--- config.mk ---
export PLATFORM = sky130hd
export DESIGN_NAME = i2c_register_bank
export DESIGN_NICKNAME = d
export VERILOG_FILES = /design/src/rtl/i2c_register_bank_pkg.sv /design/src/rtl/i2c_register_bank_status_sync_edge.sv /design/src/rtl/i2c_register_bank.sv
export SDC_FILE = /design/constraint.sdc
export NUM_CORES = 1
export LEC_CHECK = 0
export CORE_MARGIN = 5
export CORE_UTILIZATION = 30
export CTS_CLUSTER_DIAMETER = 100
export DETAILED_ROUTE_END_ITERATION = 12
export SETUP_SLACK_MARGIN = 0.5
export SYNTH_ARGS = -nofsm -noshare
export SYNTH_HDL_FRONTEND = slang
export SYNTH_SLANG_ARGS = --single-unit
--- constraint.sdc ---
create_clock -name clk -period 10.5 [get_ports clk]
set_input_delay 1.05 -clock clk [delete_from_list [all_inputs] [get_ports clk]]
set_output_delay 1.05 -clock clk [all_outputs]
set_load 0.02 [all_outputs]
--- src/rtl/i2c_register_bank_pkg.sv ---
// Shared widths, register addresses and constants for the I2C-facing register bank.
package i2c_register_bank_pkg;

    localparam int REG_DATA_W = 32;
    localparam int REG_ADDR_W = 6;

    localparam logic [REG_ADDR_W-1:0] ADDR_VERSION   = 6'h00;
    localparam logic [REG_ADDR_W-1:0] ADDR_CONTROL   = 6'h01;
    localparam logic [REG_ADDR_W-1:0] ADDR_STATUS    = 6'h02;
    localparam logic [REG_ADDR_W-1:0] ADDR_EVENT     = 6'h03;
    localparam logic [REG_ADDR_W-1:0] ADDR_IRQ_MASK  = 6'h04;
    localparam logic [REG_ADDR_W-1:0] ADDR_SCRATCH   = 6'h05;
    localparam logic [REG_ADDR_W-1:0] ADDR_TIMESTAMP = 6'h06;

    localparam logic [REG_DATA_W-1:0] UNMAPPED_READ = 32'h0000_0000;

    // True when a strobe targets the given register this cycle.
    function automatic logic strobe_hit(input logic strobe,
                                        input logic [REG_ADDR_W-1:0] addr,
                                        input logic [REG_ADDR_W-1:0] target);
        return strobe && (addr == target);
    endfunction

endpackage

--- src/rtl/i2c_register_bank_status_sync_edge.sv ---
// Two-flop synchronizer per bit plus a third flop that exposes synchronized rising edges.
module status_sync_edge #(
    parameter int WIDTH = 32
) (
    input  logic             clk,
    input  logic             rst,
    input  logic [WIDTH-1:0] async_i,
    output logic [WIDTH-1:0] sync_o,
    output logic [WIDTH-1:0] rise_o
);

    logic [WIDTH-1:0] meta_q;
    logic [WIDTH-1:0] sync_q;
    logic [WIDTH-1:0] prev_q;

    // Synchronizer chain and edge-history flop.
    always_ff @(posedge clk or posedge rst) begin
        if (rst) begin
            meta_q <= '0;
            sync_q <= '0;
            prev_q <= '0;
        end else begin
            meta_q <= async_i;
            sync_q <= meta_q;
            prev_q <= sync_q;
        end
    end

    assign sync_o = sync_q;
    assign rise_o = sync_q & ~prev_q;

endmodule

--- src/rtl/i2c_register_bank.sv ---
// MCU-visible register file behind the I2C slave: control, status, sticky events, IRQ and timestamp.
module i2c_register_bank
    import i2c_register_bank_pkg::*;
#(
    parameter logic [REG_DATA_W-1:0] FPGA_VERSION  = 32'h0001_0000,
    parameter logic [REG_DATA_W-1:0] CONTROL_RESET = 32'h0000_0000,
    parameter int                    TS_PRESCALE   = 1000
) (
    input  logic                  clk,
    input  logic                  rst,
    input  logic [REG_ADDR_W-1:0] register_address,
    input  logic [REG_DATA_W-1:0] data_to_register,
    input  logic                  data_to_register_wr,
    output logic [REG_DATA_W-1:0] data_from_register,
    input  logic                  data_from_register_rd,
    input  logic [REG_DATA_W-1:0] status_in,
    output logic [REG_DATA_W-1:0] control_out,
    output logic                  irq_out
);

    localparam int PRESC_W = (TS_PRESCALE > 1) ? $clog2(TS_PRESCALE) : 1;
    localparam logic [PRESC_W-1:0] PRESC_LAST = PRESC_W'(TS_PRESCALE - 1);

    logic [REG_DATA_W-1:0] control_q, control_d;
    logic [REG_DATA_W-1:0] mask_q, mask_d;
    logic [REG_DATA_W-1:0] scratch_q, scratch_d;
    logic [REG_DATA_W-1:0] event_q, event_d;
    logic [REG_DATA_W-1:0] ts_q, ts_d;
    logic [PRESC_W-1:0]    presc_q, presc_d;
    logic [REG_DATA_W-1:0] dout_q, dout_d;
    logic                  irq_q, irq_d;

    logic [REG_DATA_W-1:0] status_sync_s;
    logic [REG_DATA_W-1:0] status_rise_s;
    logic [REG_DATA_W-1:0] event_clr_s;

    status_sync_edge #(.WIDTH(REG_DATA_W)) u_status_sync (
        .clk     (clk),
        .rst     (rst),
        .async_i (status_in),
        .sync_o  (status_sync_s),
        .rise_o  (status_rise_s)
    );

    // Read mux, sampled every cycle so data is ready one clock after an address change.
    always_comb begin
        dout_d = UNMAPPED_READ;
        case (register_address)
            ADDR_VERSION:   dout_d = FPGA_VERSION;
            ADDR_CONTROL:   dout_d = control_q;
            ADDR_STATUS:    dout_d = status_sync_s;
            ADDR_EVENT:     dout_d = event_q;
            ADDR_IRQ_MASK:  dout_d = mask_q;
            ADDR_SCRATCH:   dout_d = scratch_q;
            ADDR_TIMESTAMP: dout_d = ts_q;
            default:        dout_d = UNMAPPED_READ;
        endcase
    end

    // Plain RW registers take write data when addressed.
    always_comb begin
        control_d = control_q;
        mask_d    = mask_q;
        scratch_d = scratch_q;
        if (strobe_hit(data_to_register_wr, register_address, ADDR_CONTROL)) begin
            control_d = data_to_register;
        end else begin
            control_d = control_q;
        end
        if (strobe_hit(data_to_register_wr, register_address, ADDR_IRQ_MASK)) begin
            mask_d = data_to_register;
        end else begin
            mask_d = mask_q;
        end
        if (strobe_hit(data_to_register_wr, register_address, ADDR_SCRATCH)) begin
            scratch_d = data_to_register;
        end else begin
            scratch_d = scratch_q;
        end
    end

    // Read-clear only drops the bits the MCU actually saw, so new edges are never lost; set beats clear.
    always_comb begin
        event_clr_s = '0;
        if (strobe_hit(data_from_register_rd, register_address, ADDR_EVENT)) begin
            event_clr_s = event_clr_s | dout_q;
        end else begin
            event_clr_s = event_clr_s;
        end
        if (strobe_hit(data_to_register_wr, register_address, ADDR_EVENT)) begin
            event_clr_s = event_clr_s | data_to_register;
        end else begin
            event_clr_s = event_clr_s;
        end
        event_d = (event_q & ~event_clr_s) | status_rise_s;
        irq_d   = |(event_q & mask_q);
    end

    // Timestamp prescaler; a write reloads the counter and restarts the prescale period.
    always_comb begin
        ts_d    = ts_q;
        presc_d = presc_q;
        if (strobe_hit(data_to_register_wr, register_address, ADDR_TIMESTAMP)) begin
            ts_d    = data_to_register;
            presc_d = '0;
        end else if (presc_q == PRESC_LAST) begin
            ts_d    = ts_q + 32'd1;
            presc_d = '0;
        end else begin
            ts_d    = ts_q;
            presc_d = presc_q + PRESC_W'(1);
        end
    end

    // State registers.
    always_ff @(posedge clk or posedge rst) begin
        if (rst) begin
            control_q <= CONTROL_RESET;
            mask_q    <= '0;
            scratch_q <= '0;
            event_q   <= '0;
            ts_q      <= '0;
            presc_q   <= '0;
            dout_q    <= '0;
            irq_q     <= 1'b0;
        end else begin
            control_q <= control_d;
            mask_q    <= mask_d;
            scratch_q <= scratch_d;
            event_q   <= event_d;
            ts_q      <= ts_d;
            presc_q   <= presc_d;
            dout_q    <= dout_d;
            irq_q     <= irq_d;
        end
    end

    assign data_from_register = dout_q;
    assign control_out        = control_q;
    assign irq_out            = irq_q;

endmodule
==> results list, run 1 <==
* Number of buffer and inverter stages on the critical path: 2
- Combined area of the multi-input logic cells: 0.00405 sq mm
- Die ar.: 0.0437 sq mm
* Sink of the worst hold path: u_status_sync.sync_o[23]$_DFF_PP0_
* Primary FF master, synth: dfrtp_1
- Number of enable flip-flop cells after synthesis: 0
- Critical Path Fanout Max: 32
- Smallest setup slack after layout: 6.52 ns
- Register bit count reported by yosys: 299
- Clock Root Buffer: clkbuf_16
- The number of hold buffers added after CTS was 0.
* Final RePlAce weighted congestion: 0.810
* Count of antenna-violating nets left after detailed routing: 0
- Entering global routing, the biggest net connects 87 pins.
* Iteration-0 DRC Markers: 547
* Net count, final: 1,166
- Yosys top cell area share: 63.0%
- Count of unique library cells instantiated by Yosys: 44
- In this run the static leakage power is 0.00646 uW.
- Worst setup slack after placement: 6.00 ns
- WL/cell: 20.7 um
* Ratio of total power to cell area: 195 mW/mm^2
- The routed layout has 8,244 vias.
* Status: finished, final reports clean
* Latest clock arrival within the worst-skew pair: 0.51 ns
* Dominant cells by area after synthesis: dfrtp_1 (63%), a22oi_1 (9.0%), mux2_2 (8.2%)
- Class of the worst hold path: reg2reg
- In this design, the largest share of critical-path delay is due to simple AND/OR/NAND/NOR gates.
- Nets in the synthesized netlist: 1,025
- The critical path is of the in2reg type.
- In the routed design, unresolved DRC markers number 0.
- In this run the vertical extent of the chip is 209 um.
- Cell Chain, Critical Path: clkdlybuf4s50_1, or4_4, nor2_4, nand2_1, buf_4, mux2_1
- At the pin with the least slew margin, the transition time is 1.07 ns.
- Unrepaired setup endpoints after global routing: false
- Standard-cell row count: 72
- Final critical-path required period: 3.98 ns
- Max cap viols: 0
- For the worst flop-to-flop path, the logic depth is 5.
* Wire length reported by the detailed router: 33,700 um
- Top-Level Pins: 139
- Across all register-to-register paths, the minimum setup slack is 8.07 ns.
* Total CTS buffers: 35
- The first global-routing pass estimated 53,200 um of wire.
* Most frequent cells in the layout: dfrtp_1 (299), a22oi_1 (142), clkdlybuf4s50_1 (138)
- Clock-pin transition on the worst setup and hold timing paths: 0.05 ns
- On the worst path, the slowest cell contributes a delay of 0.77 ns.
- Footprint of the flip-flops and latches: 0.00748 sq mm
* Total count of hold-check failures in the final report: 0
- The worst hold path passes through 0 cells.
- Derived from the worst setup path, the maximum achievable clock frequency is 251 MHz.
- Summed over all nets, the half-perimeter wirelength after detailed placement is 22,500 um.
* 1st-pass router iterations: 5
- The worst register-to-register path ends at ts_q[30]$_DFFE_PP0P_.
- TritonCTS clock tree: yes
* Worst Path Arrival: 4.35 ns
- Of all cell types, the one taking the most synthesized area is dfrtp_1.
- Die Width: 209 um
- Gates resized during post-CTS repair numbered 0.
- The slowest stage of the critical path belongs to the cell nor2_4.
- The floorplan step defined a core boundary enclosing 0.0389 sq mm.
- Leaving out fill and tap cells, the most frequent cell in the layout is dfrtp_1.
- The max-slew violation count is 0.
- Area growth from synthesis to layout: 26.1%
- Number of inserted diodes: 0
- For the final database, setup skew stands at 0.0188 ns.
- The number of antenna violations at the first check in global routing was 0.
- For this run the aggregate overflow at the end of global routing stands at 0.
- Worst path required time: 10.88 ns
- Global-route usage over all layers: 15.4%
- Average instance area after synthesis: 12.5 sq um
- The synthesized netlist occupies a cell area of 0.0119 sq mm.
- Critical Path End Type: flip-flop
- Count of buffers inserted at the top-level ports: 138
- In this run the tightest slew margin relative to its limit is 28.3%.
- Clock Sinks: 299
* Final count of negative-setup-slack endpoints: 0
- Counting flops with an async set or reset pin after synthesis yields a share of 100%.
- Setup total negative slack on the finished layout was measured at 0 ns.
* Fraction of final layout cells sized beyond drive strength 1: 15.6%
* Number of global-route vias before repair: 8,611
- Effective utilization at floorplan: 30.5%
* Post-CTS setup repair buffer count: 0
- STA classifies the critical path startpoint as a primary input.
* Total number of H-tree levels: 2
* Startpoint of the most critical hold path: u_status_sync.meta_q[23]$_DFF_PP0_
- Tcrit/Tclk final: 37.9%
- In the synthesized netlist, the number of instances is 949.
- Using the TritonRoute via totals, the vias-per-cell ratio works out to 5.06.
- Sequential share of the synthesized area: 63.0%
* FF-to-FF Start: presc_q[0]$_DFF_PP0_
- Synth Warn #: 0
- Maximum number of buffers from clock root to sink: 3
* VDD IR max: 0.0990 mV
- Number of filler cells placed in the layout: 3,766
==> sequential cells by signal, indices dropped and copies added, names as in the netlist, 10 cells and up <==
register / flops
mask_q: 32
scratch_q: 32
u_status_sync.sync_o: 32
data_from_register: 32
presc_q: 10
event_q: 32
u_status_sync.meta_q: 32
control_out: 32
u_status_sync.prev_q: 32
ts_q: 32
==> final cells by class <==
class | count | area share [%]
clock buffer | 45 | 6.57
multi-input combinational | 565 | 27.1
inverter | 39 | 1.03
timing repair buffer | 150 | 9.82
clock inverter | 14 | 1.25
sequential | 299 | 49.9
tap | 518 | 4.33
==> metal layers <==
layer  part of all wire, %  track usage (%)  up-vias
li1                      -                -     3730
met1                    45             21.9     4190
met2                    47             24.6      270
met3                   5.8             2.82       54
met4                   2.0             3.58        0
met5                     0                0        -
==> worst reg2reg max path: cells and delay by family, from the launching register on <==
family	cells	cell delay, ns
compound gates	1	0.09
xor+xnor	1	0.17
fa+ha+maj	1	0.33
flops	1	0.40
simple gates	2	1.29
==> cells in the mapped netlist (2+ instances only) <==
cell type,number
nand4_2,3
nand3_1,47
xor2_1,6
nand2_1,81
nor2_1,15
mux2i_1,2
inv_1,39
buf_6,2
nand4_1,8
mux2_2,86
nand2b_1,2
o21ai_0,34
buf_2,31
xnor2_1,30
a22oi_1,142
and4_1,7
nor3_1,17
clkbuf_1,10
o21ai_1,30
nor4_1,7
nor3b_1,2
dfrtp_1,299
or3_1,3
and3_1,8
mux2_1,10
a21oi_1,3
buf_1,3
nor2_4,3
ha_1,2
nor3_2,3
==> cells by family after synthesis <==
kind of cell | Yosys count | share of synthesized area, %
AO/OA/AOI/OAI | 214 | 12.2
multiplexers | 98 | 9.27
flip-flops | 299 | 63.0
adder cells (fa/ha/maj) | 2 | 0.211
AND/OR/NAND/NOR | 215 | 9.49
buffers and inverters | 85 | 3.14
XOR/XNOR | 36 | 2.65
==> worst max path at each step <==
stage | depth (start not counted) | endpoint | from
2_1_floorplan | 1 | control_out[0]$_DFFE_PP0P_ | rst
3_3_place_gp | 6 | scratch_q[15]$_DFFE_PP0P_ | register_address[5]
3_5_place_dp | 6 | scratch_q[31]$_DFFE_PP0P_ | register_address[5]
4_1_cts | 6 | scratch_q[15]$_DFFE_PP0P_ | register_address[5]
5_1_grt | 6 | scratch_q[31]$_DFFE_PP0P_ | register_address[5]
6_report | 6 | scratch_q[15]$_DFFE_PP0P_ | register_address[5]
==> report_power, final <==
part / internal [uW] / switching [uW] / total [uW]
Clock: 759 / 468 / 1230
Combinational: 156 / 167 / 323
Sequential: 1260 / 108 / 1370
Total: 2180 / 743 / 2920
==> metrics by stage <==
| stage | power, uW | hold slack (ns) | cell area [sq um] | utilization (%) | instances |
|---|---|---|---|---|---|
| after floorplan | 1550 | 0.331 | 11900 | - | 949 |
| after global placement | 1700 | 0.332 | 13800 | 35.5 | 1571 |
| after detailed placement | 1710 | 0.335 | 13800 | 35.5 | 1571 |
| after CTS | 2950 | 0.343 | 15000 | 38.5 | 1630 |
| after global routing | 3050 | 0.349 | 15000 | 38.5 | 1630 |
| final | 2920 | 0.342 | 15000 | 38.5 | 1630 |
(Power assumes the default switching activity.)
==> run 2: changes to the inputs <==
==> constraint.sdc (replaced) <==
create_clock -name clk -period 3.2 [get_ports clk]
set_input_delay 0.32 -clock clk [delete_from_list [all_inputs] [get_ports clk]]
set_output_delay 0.32 -clock clk [all_outputs]
set_load 0.02 [all_outputs]
==> run 2 against run 1 <==
  * Sequential power rose to 3.3 times the previous value
  * Combinational power increased to 3.3 times the previous value
  * Clock skew hardly changed
  * Global-route usage is essentially flat
  * Largest cell class unchanged
==> results list, run 2 (synthesized netlist as in run 1, its figures left out) <==
- The launching point of the worst reg2reg path is presc_q[0]$_DFF_PP0_ (unchanged).
- Latest clock arrival within the worst-skew pair: 0.50 ns (was 0.51 ns)
* Final count of negative-setup-slack endpoints: 0 (unchanged)
- The overall power after layout came to 9340 uW (was 2920 uW).
- Timing would allow up to 456 MHz.
- Slowest-stage cell, CP: dfrtp_1 (was nor2_4)
- Total congestion overflow: 0 (unchanged)
- Number of gates on the worst path with buffers counted: 6 (unchanged)
* Number of buffer and inverter stages on the critical path: 1 (was 2)
* Global-route usage over all layers: 15.4% (about the same)
- The total setup buffers inserted after CTS is 0 (unchanged).
- Total number of H-tree levels: 2 (unchanged)
* Number of inserted diodes: 0 (unchanged)
- The proportion of layout cells with a drive suffix above 1 is 16.1% (was 15.6%).
- Global-route wire length before repair: 53,200 um (about the same)
- Kind of critical path: reg2reg (was in2reg)
* Total count of hold-check failures in the final report: 0 (unchanged)
- The buffer depth of the longest clock path is 3 (unchanged).
- The data required time of the critical path was 3.55 ns (was 10.88 ns).
* Placed instance count: 1,588 (was 1,571)
- Half-perimeter wire length after detailed placement: 23,200 um (was 22,500 um)
- The delay of the slowest cell on the worst path is 0.39 ns (was 0.77 ns).
- The cell family contributing the most delay on the critical path is simple AND/OR/NAND/NOR gates (unchanged).
* Wire length reported by the detailed router: 33,700 um (about the same)
- The initial standard-cell utilization of the core came to 30.5% (unchanged).
- Critical Path Fanout Max: 18 (was 32)
* Standard-cell row count: 72 (unchanged)
* Worst Path Arrival: 2.54 ns (was 4.35 ns)
- Total CTS buffers: 34 (was 35)
- The logic depth of the worst register-to-register path came to 6 (was 5).
- Core region area: 0.0389 sq mm (unchanged)
- The DRC violation total after the first TritonRoute iteration came to 693 (was 547).
- Count of antenna-violating nets left after detailed routing: 0 (unchanged)
- Mean number of vias per cell: 5.05 (was 5.06)
* Vertical extent of the die: 209 um (unchanged)
- The sum of negative setup slack was 0 ns (unchanged).
* Worst setup slack for register-to-register paths: 1.01 ns (was 8.07 ns)
- Smallest setup slack after layout: 1.01 ns (was 6.52 ns)
- Number of global-route vias before repair: 8,713 (was 8,611)
- Ratio of total power to cell area: 621 mW/mm^2 (was 195 mW/mm^2)
* Leading cell type in the layout, fill and taps excluded: dfrtp_1 (unchanged)
- WL/cell: 20.5 um (was 20.7 um)
- The CTS tree is yes (unchanged).
* Final critical-path required period: 2.19 ns
* Normalized max-slew margin: 54.3% (was 28.3%)
- The worst clock skew was 0.0185 ns (was 0.0188 ns).
- The critical path endpoint category is a flip-flop (unchanged).
* Class of the worst hold path: in2async (was reg2reg)
* Post-Route Hold Slack: 0.123 ns (was 0.342 ns)
* Max cap viols: 0 (unchanged)
- The post-cts gate resize count is 0 (unchanged).
* 1st-pass router iterations: 5 (unchanged)
- Status: finished, final reports clean (unchanged).
* Die ar.: 0.0437 sq mm (unchanged)
- The actual transition at the worst max-transition pin is 0.684 ns (was 1.07 ns).
- Die Width: 209 um (unchanged)
* Area growth from synthesis to layout: 26.6% (was 26.1%)
* Unrepaired setup endpoints after global routing: false (unchanged)
- Tcrit/Tclk final: 68.6%
- Cell Chain, Critical Path: ha_1, nand4_2, buf_4, nor4_1, xnor2_1, o21ai_0 (was clkdlybuf4s50_1, or4_4, nor2_4, nand2_1, buf_4, mux2_1)
- Total number of vias: 8,312 (was 8,244)
- Remaining design rule violation count: 0 (unchanged)
- Crit path launch type: flip-flop (was primary input)
- Pin count of the biggest net entering global routing: 106 (was 87)
- Net count, final: 1,182 (was 1,166)
- The number of I/O pins was 139 (unchanged).
* Clock Sinks: 299 (unchanged)
- Most frequent cells in the layout: dfrtp_1 (299), a22oi_1 (142), clkdlybuf4s50_1 (138) (unchanged).
- The clock root buffer master is clkbuf_16 (unchanged).
* Final Max Tran Viols: 0 (unchanged)
* Antenna violations before repair: 0 (unchanged)
- Clock-pin transition on the worst setup and hold timing paths: 0.06 ns (was 0.05 ns)
- Worst setup slack after placement: 0.566 ns (was 6.00 ns)
* Final RePlAce weighted congestion: 0.837 (was 0.810)
* Cts hold-fix bufs: 0 (unchanged)
- The worst voltage drop across the vdd grid is 0.281 mV (was 0.0990 mV).
- Count of buffers inserted at the top-level ports: 138 (unchanged)
- The count of placed standard cells in the final layout, fillers left out was 1,645 (was 1,630).
- The leakage power figure was 0.00650 uW (was 0.00646 uW).
- Worst reg2reg path endpoint: ts_q[14]$_DFFE_PP0P_ (was ts_q[30]$_DFFE_PP0P_)
run 2: where the power goes:
part           internal [uW]  total [uW]  switching (uW)
Combinational            523        1070             543
Sequential              4140        4500             357
Clock                   2290        3770            1480
run 2: final cells by class:
cell class	count	area [sq um]
clock buffers	47	940
clock inverters	10	139
fillers	3742	23900
inverters	39	150
multi-input cells	565	4050
flip-flops and latches	299	7480
well taps	518	648
repair buffers	167	1640
run 2: through the flow:
stage,utilization [%],instance area (sq um)
floorplan,-,11900
global placement,35.9,14000
detailed placement,35.9,14000
CTS,38.7,15000
global route,38.7,15000
finish,38.7,15000
run 2: worst max-delay path by stage:
stage	startpoint	endpoint	slack [ns]
finish	presc_q[0]$_DFF_PP0_	ts_q[14]$_DFFE_PP0P_	1.01
global route	presc_q[0]$_DFF_PP0_	ts_q[14]$_DFFE_PP0P_	0.87
CTS	presc_q[0]$_DFF_PP0_	ts_q[14]$_DFFE_PP0P_	1.01
detailed placement	register_address[5]	data_from_register[5]$_DFF_PP0_	0.57
global placement	register_address[5]	data_from_register[27]$_DFF_PP0_	0.58
floorplan	rst	control_out[0]$_DFFE_PP0P_	-1.09
run 2: routing by layer:
layer	share of wire [%]	vias to the layer above	track usage (%)
met4	2.1	0	3.60
met5	0	-	0
met1	45	4214	21.9
li1	-	3762	-
met3	5.8	53	3.01
met2	47	283	24.5
